`config.mk`:
```
export PLATFORM = sky130hd
export DESIGN_NAME = dsm_dac_ctrl
export DESIGN_NICKNAME = d
export VERILOG_FILES = /design/src/rtl/dsm_dac_ctrl.sv
export SDC_FILE = /design/constraint.sdc
export NUM_CORES = 1
export LEC_CHECK = 0
export ABC_AREA = 1
export CAP_MARGIN = 20
export CORE_AREA = 2 2 76 42
export CTS_BUF_LIST = sky130_fd_sc_hd__clkbuf_16
export CTS_CLUSTER_SIZE = 8
export DETAILED_ROUTE_END_ITERATION = 8
export DIE_AREA = 0 0 78 44
export PLACE_DENSITY = 0.75
export SYNTH_ARGS = -nofsm -noshare
export SYNTH_HDL_FRONTEND = slang
export SYNTH_SLANG_ARGS = --single-unit
```
`constraint.sdc`:
```
create_clock -name i_clk -period 3.1 [get_ports i_clk]
set_clock_uncertainty 0.15 [all_clocks]
set_input_delay 0.62 -clock i_clk [delete_from_list [all_inputs] [get_ports i_clk]]
set_output_delay 0.62 -clock i_clk [all_outputs]
set_load 0.01 [all_outputs]
```
`src/rtl/dsm_dac_ctrl.sv`:
```
// dsm_dac_ctrl: sample-rate sequencer in front of a delta-sigma DAC modulator.
// A one-entry buffer takes signed PCM samples over a valid/ready stream. The
// block strobes the modulator clock-enable at clk/CLK_DIV and presents one
// sample for every OSR enables. Stop requests are honoured at the next sample
// boundary and are followed by FLUSH_PERIODS zero-valued periods. Periods that
// find the buffer empty are flagged as underruns.
//
// Optional build macro: DSM_DAC_CTRL_HOLD_ON_UNDERRUN_EN
//   defined   - on an underrun, o_dac_data holds its previous value
//   undefined - on an underrun, o_dac_data is forced to 0
//
// Ports:
//   i_clk, i_rst_n   clock, asynchronous active-low reset
//   i_start          level: 1 = run, 0 = request stop
//   i_s_valid/o_s_ready/i_s_data   sample stream (signed DATA_WIDTH)
//   o_dac_en         modulator clock-enable strobe (decoded from registers)
//   o_dac_data       sample presented to the modulator
//   o_sample_tick    pulse on the last enable of each sample period
//   o_busy           sequencer not idle
//   o_underrun       sticky underrun flag, cleared by i_clr_status
module dsm_dac_ctrl #(
    parameter int unsigned DATA_WIDTH    = 4,
    parameter int unsigned OSR           = 64,
    parameter int unsigned CLK_DIV       = 1,
    parameter int unsigned FLUSH_PERIODS = 4
) (
    input  logic                  i_clk,
    input  logic                  i_rst_n,
    input  logic                  i_start,
    input  logic                  i_s_valid,
    output logic                  o_s_ready,
    input  logic [DATA_WIDTH-1:0] i_s_data,
    output logic                  o_dac_en,
    output logic [DATA_WIDTH-1:0] o_dac_data,
    output logic                  o_sample_tick,
    output logic                  o_busy,
    output logic                  o_underrun,
    input  logic                  i_clr_status
);

    localparam int unsigned DIV_W     = (CLK_DIV > 1) ? $clog2(CLK_DIV) : 1;
    localparam int unsigned OSR_W     = (OSR > 1) ? $clog2(OSR) : 1;
    localparam int unsigned FL_W      = (FLUSH_PERIODS > 1) ? $clog2(FLUSH_PERIODS) : 1;
    localparam int unsigned DIV_LAST  = CLK_DIV - 1;
    localparam int unsigned OSR_LAST  = OSR - 1;
    localparam int unsigned FL_LAST   = (FLUSH_PERIODS > 0) ? FLUSH_PERIODS - 1 : 0;
    localparam bit          HAS_FLUSH = (FLUSH_PERIODS != 0);

    typedef enum logic [1:0] {
        ST_IDLE,
        ST_WAIT_FIRST,
        ST_RUN,
        ST_FLUSH
    } state_t;

    state_t                  state_q, state_d;
    logic [DATA_WIDTH-1:0]   buf_q, buf_d;
    logic                    buf_full_q, buf_full_d;
    logic [DIV_W-1:0]        div_cnt_q, div_cnt_d;
    logic [OSR_W-1:0]        osr_cnt_q, osr_cnt_d;
    logic [FL_W-1:0]         flush_cnt_q, flush_cnt_d;
    logic                    stop_pend_q, stop_pend_d;
    logic [DATA_WIDTH-1:0]   dac_data_q, dac_data_d;
    logic                    ready_q, ready_d;
    logic                    busy_q, busy_d;
    logic                    underrun_q, underrun_d;
    logic                    underrun_set;

    logic                    running_c;
    logic                    dac_en_c;
    logic                    boundary_c;
    logic                    xfer_c;

    // Enable and boundary strobes are pure decodes of registered state.
    assign running_c  = (state_q == ST_RUN) || (state_q == ST_FLUSH);
    assign dac_en_c   = running_c && (div_cnt_q == DIV_W'(DIV_LAST));
    assign boundary_c = dac_en_c && (osr_cnt_q == OSR_W'(OSR_LAST));
    assign xfer_c     = i_s_valid && ready_q;

    // Next-state and next-output logic.
    always_comb begin
        state_d      = state_q;
        buf_d        = buf_q;
        buf_full_d   = buf_full_q;
        div_cnt_d    = div_cnt_q;
        osr_cnt_d    = osr_cnt_q;
        flush_cnt_d  = flush_cnt_q;
        stop_pend_d  = stop_pend_q;
        dac_data_d   = dac_data_q;
        underrun_set = 1'b0;

        // ready is only high while the buffer is empty, so a transfer never
        // collides with a buffer that still holds an unplayed sample.
        if (xfer_c) begin
            buf_d      = i_s_data;
            buf_full_d = 1'b1;
        end

        if (running_c) begin
            div_cnt_d = dac_en_c ? '0 : div_cnt_q + DIV_W'(1);
            if (dac_en_c) begin
                osr_cnt_d = boundary_c ? '0 : osr_cnt_q + OSR_W'(1);
            end
        end

        case (state_q)
            ST_IDLE: begin
                if (i_start) begin
                    state_d = ST_WAIT_FIRST;
                end
            end

            ST_WAIT_FIRST: begin
                if (buf_full_q) begin
                    dac_data_d = buf_q;
                    buf_full_d = 1'b0;
                    div_cnt_d  = '0;
                    osr_cnt_d  = '0;
                    state_d    = ST_RUN;
                end else if (!i_start) begin
                    state_d = ST_IDLE;
                end
            end

            ST_RUN: begin
                // Once a stop is seen it stays pending until IDLE.
                if (!i_start) begin
                    stop_pend_d = 1'b1;
                end
                if (boundary_c) begin
                    if (stop_pend_q || !i_start) begin
                        dac_data_d  = '0;
                        flush_cnt_d = '0;
                        state_d     = HAS_FLUSH ? ST_FLUSH : ST_IDLE;
                    end else if (buf_full_q) begin
                        dac_data_d = buf_q;
                        buf_full_d = 1'b0;
                    end else begin
                        underrun_set = 1'b1;
`ifndef DSM_DAC_CTRL_HOLD_ON_UNDERRUN_EN
                        dac_data_d   = '0;
`endif
                    end
                end
            end

            ST_FLUSH: begin
                dac_data_d = '0;
                if (boundary_c) begin
                    if (flush_cnt_q == FL_W'(FL_LAST)) begin
                        state_d = ST_IDLE;
                    end else begin
                        flush_cnt_d = flush_cnt_q + FL_W'(1);
                    end
                end
            end

            default: begin
                state_d = ST_IDLE;
            end
        endcase

        // Entering (or sitting in) IDLE discards the buffer and all progress.
        if (state_d == ST_IDLE) begin
            buf_full_d  = 1'b0;
            div_cnt_d   = '0;
            osr_cnt_d   = '0;
            flush_cnt_d = '0;
            stop_pend_d = 1'b0;
            dac_data_d  = '0;
        end

        ready_d    = ((state_d == ST_WAIT_FIRST) || (state_d == ST_RUN)) && !buf_full_d;
        busy_d     = (state_d != ST_IDLE);
        // A new underrun wins over a simultaneous clear.
        underrun_d = underrun_set ? 1'b1 : (i_clr_status ? 1'b0 : underrun_q);
    end

    // State and output registers.
    always_ff @(posedge i_clk or negedge i_rst_n) begin
        if (!i_rst_n) begin
            state_q     <= ST_IDLE;
            buf_q       <= '0;
            buf_full_q  <= 1'b0;
            div_cnt_q   <= '0;
            osr_cnt_q   <= '0;
            flush_cnt_q <= '0;
            stop_pend_q <= 1'b0;
            dac_data_q  <= '0;
            ready_q     <= 1'b0;
            busy_q      <= 1'b0;
            underrun_q  <= 1'b0;
        end else begin
            state_q     <= state_d;
            buf_q       <= buf_d;
            buf_full_q  <= buf_full_d;
            div_cnt_q   <= div_cnt_d;
            osr_cnt_q   <= osr_cnt_d;
            flush_cnt_q <= flush_cnt_d;
            stop_pend_q <= stop_pend_d;
            dac_data_q  <= dac_data_d;
            ready_q     <= ready_d;
            busy_q      <= busy_d;
            underrun_q  <= underrun_d;
        end
    end

    assign o_s_ready     = ready_q;
    assign o_dac_en      = dac_en_c;
    assign o_dac_data    = dac_data_q;
    assign o_sample_tick = boundary_c;
    assign o_busy        = busy_q;
    assign o_underrun    = underrun_q;

endmodule

```
==> parameters.txt, run 1 <==
Parameter                              Value

Logic synthesis
  Part of the Yosys area used for sequential elements    45.93%
  Syn Std Cell Area    1308 µm²
  Avg Cell Area, Syn    8.602 µm²
  Area share of the largest cell type after synthesis    45.93%
  Gate Count Post-Synth    152
  Yosys synthesis warning count    0
  Synthesized netlist net count    169
  Cell accounting for the most synthesized area    dfrtp_1
  Leading cell types by total area after synthesis    dfrtp_1, nand2_1, ha_1
  Total of flip-flops plus latches after synthesis    24
  Number of distinct library cells after synthesis    26

Timing
  Achievable clock frequency    0.3449 GHz
  Setup-failing EPs final    0
  Number of hold violations in the final report    0
  Tcrit/Tclk final    93.54%
  Setup TNS    0 ns
  Max Slew Vio Count    0
  Slew Limit Headroom    77.09%
  Final critical path time including I/O delays and setup    2.900 ns
  Setup repair after global routing missed its margin    no
  Transition at the pin with the smallest max-transition slack    0.3400 ns

Setup path
  Classification of the worst setup path    reg -> out
  Critical Path Start Type    flip-flop
  Endpoint type of the worst setup path    output port
  Worst EP arrival    2.13 ns
  Required time at the worst-slack endpoint    2.33 ns
  Worst Path Buf+Inv    3
  Startpoint of the worst-slack reg-to-reg timing path    state_q[0]
  Worst stage delay on the critical path    0.54 ns
  Largest delay share family, worst path    buffers and inverters
  Worst flop-to-flop path endpoint    o_dac_data[1]
  Cell-by-cell listing of the critical path    inv_1, ha_1, nor2_2, nor2_4, buf_4, clkdlybuf4s50_1
  Worst-case register-to-register setup slack    0.20 ns
  Reg2reg path depth    14
  Biggest fanout along the worst timing path    9
  Worst path slowest cell    clkdlybuf4s50_1

Global routing
  Global-route wire length before repair    5126 µm
  Grt ovf    0
  Total routing resource utilization after global routing    20.06%
  Number of global-route vias before repair    1067
  Initial antenna violation count    0
  Maximum number of pins on one net before global-route repair    25

Route
  Remaining antenna violation count after routing    0
  Total number of vias    1084
  DR iter-0 viols    93
  Routed wire length    2964 µm
  Pre-Repair DR Iteration Count    4
  Average vias per placed instance    5.065
  Remaining routing DRC violations    0
  Routed length per placed instance    13.85 µm

CTS
  Root Buffer Master    clkbuf_16
  Worst skew pair latency    0.26 ns
  Longest Clk Path Bufs    2
  Clock sink total    24
  CTS Buf Count    3
  CTS tree    done
  Number of H-tree branching levels    1
  Clock Pin Slew Worst Setup and Hold Paths    0.06 ns

Hold path
  HP Class    reg -> reg
  Instance count along the most critical hold path    2
  Hold path endpoint    o_dac_data[3]
  Hold_sp    o_dac_data[3]

Flow run
  Maximum Capacitance Violations    0

Placement
  PortBufs    17
  Placed cells    210
  Gp weighted congestion    0.8899
  Cell area after placement    1531 µm²
  Post-DP HPWL    2226 µm

Pwr
  Net Sw Frac    44.21%
  Total power of the final layout    1.606 mW
  Pleak    0.7769 nW
  Sequential share of power    29.3%
  Clk pwr share    17.5%
  Design internal power    896.2 µW
  Combinational Power Share    53.2%
  Worst vdd rail ir drop    0.0004683 V
  Power dissipated by switching net loads    710.2 µW
  Power density over cell area    996.1 nW/µm²

Finish
  Layout overhead on the synthesized area    23.35%
  Diodes inserted    0
  Post-route cell area    1613 µm²
  # nets final    192
  Post-route core utilization    57.54%
  Post-layout instance count excluding filler cells    214
  Ratio of cells with drive above 1 in the final layout    12.64%

Floorplan
  Die height    44 µm
  Area of the die    3432 µm²
  Boundary Pins    18
  Horizontal extent of the die    78 µm
  Starting Density    46.65%
  Std-Cell Rows    14
  Core footprint    2803 µm²

Outcome
  Status    completed
## repair_timing
action	in CTS	in global routing
buffers inserted	0	0
gates resized for setup	0	1
hold buffers	0	0
setup endpoints to repair	0	4
## flip-flops by register name, summed over array words and instances (netlist names)
name / cells
buf_full_q: 1
state_q: 2
o_s_ready: 1
osr_cnt_q: 6
buf_q: 4
div_cnt_q: 1
o_underrun: 1
flush_cnt_q: 2
stop_pend_q: 1
o_dac_data: 4
o_busy: 1
## power by group through the flow
stage	clock network [mW]	registers, mW	logic, mW
floorplan	0	0.474	0.570
global placement	0	0.474	0.784
detailed placement	0	0.474	0.824
CTS	0.289	0.470	0.840
global route	0.298	0.480	0.954
finish	0.281	0.470	0.855
## per-stage QoR
step / hold WS, ns / setup WS (ns)
floorplan: 0.1744 / 0.5971
global placement: 0.3199 / 0.3131
detailed placement: 0.3220 / 0.1184
CTS: 0.3403 / 0.1700
global route: 0.3620 / 0.01440
finish: 0.3393 / 0.2003
## cell families after synthesis
| group | Yosys count | share of synthesized area [%] |
|---|---|---|
| AO/OA/AOI/OAI | 20 | 9.283 |
| XOR/XNOR | 1 | 0.6700 |
| adder cells (fa/ha/maj) | 8 | 7.656 |
| buffers and inverters | 23 | 7.177 |
| flip-flops | 24 | 45.93 |
| multiplexers | 4 | 3.445 |
| AND/OR/NAND/NOR | 72 | 25.84 |
## worst register-to-register path: stages (launching register included)
cell and delay [ns]:
dfrtp_1 0.42, inv_1 0.12, ha_1 0.32, nor2_2 0.12, nor2_4 0.15, nand4_1 0.16, a21oi_2 0.18, a21oi_1 0.08
ha_1 0.30, nor2_2 0.22, o21ai_0 0.19, nand2_2 0.16, inv_2 0.07, nand3_1 0.08, nand2_1 0.06
## cell usage in the layout (no fill, tap or decap), types with 2 or more instances in the layout
cell and count:
nor2_2 4, nor3_1 2, a21oi_1 8, clkdlybuf4s50_1 17
nand2_1 31, nor2_1 12, nand3_2 2, a211oi_1 2
o21ai_0 4, nand3_1 14, inv_1 21, ha_1 8
dfrtp_1 24, a21oi_2 2, nand4_1 3, clkbuf_16 3
mux2_2 4, buf_4 2
## synth_stat cells
master	n
nand2_1	31
dfrtp_1	24
inv_1	21
nand3_1	14
nor2_1	13
a21oi_1	8
ha_1	8
mux2_2	4
o21ai_0	4
nand4_1	3
nor2_2	3
a211oi_1	2
a21oi_2	2
nand3_2	2
nor3_1	2
a21boi_0	1
a31oi_1	1
buf_6	1
inv_2	1
nand2_2	1
nand2_4	1
nand2b_1	1
nor2_4	1
o21ai_2	1
o22ai_1	1
xor2_1	1
## layer usage
layer | track usage, % | vias up | wire, µm
li1 | - | 544 | -
met1 | 29.55 | 507 | 1459
met5 | 0 | - | 0
met3 | 5.417 | 4 | 157
met2 | 28.45 | 29 | 1298
met4 | 7.368 | 0 | 49
## layout make-up
class | count | area [µm²]
fillers | 264 | 1190
multi-input cells | 105 | 615.6
flip-flops and latches | 24 | 600.6
repair buffers | 19 | 185.2
inverters | 22 | 82.58
clock buffers | 3 | 75.07
well taps | 40 | 50.05
clock inverters | 1 | 3.754
## worst max-delay path by stage
stage                     startpoint             to  slack [ns]  cells past startpoint
after floorplan           state_q[0]  o_dac_data[0]        0.60                     15
after global placement       i_start  o_dac_data[1]        0.31                     12
after detailed placement     i_start  o_dac_data[1]        0.12                     12
after CTS                 state_q[0]  o_dac_data[1]        0.17                     14
after global routing      state_q[0]  o_dac_data[1]        0.01                     14
final                     state_q[0]       o_dac_en        0.20                      6
No activity file was read; power rests on OpenSTA's default activity.
==> run 2: changes to the inputs <==
GPL_ROUTABILITY_DRIVEN = 1   (was default)
==> results of run 2 <==
Final layout, timing and power as in run 1 (identical DEF).
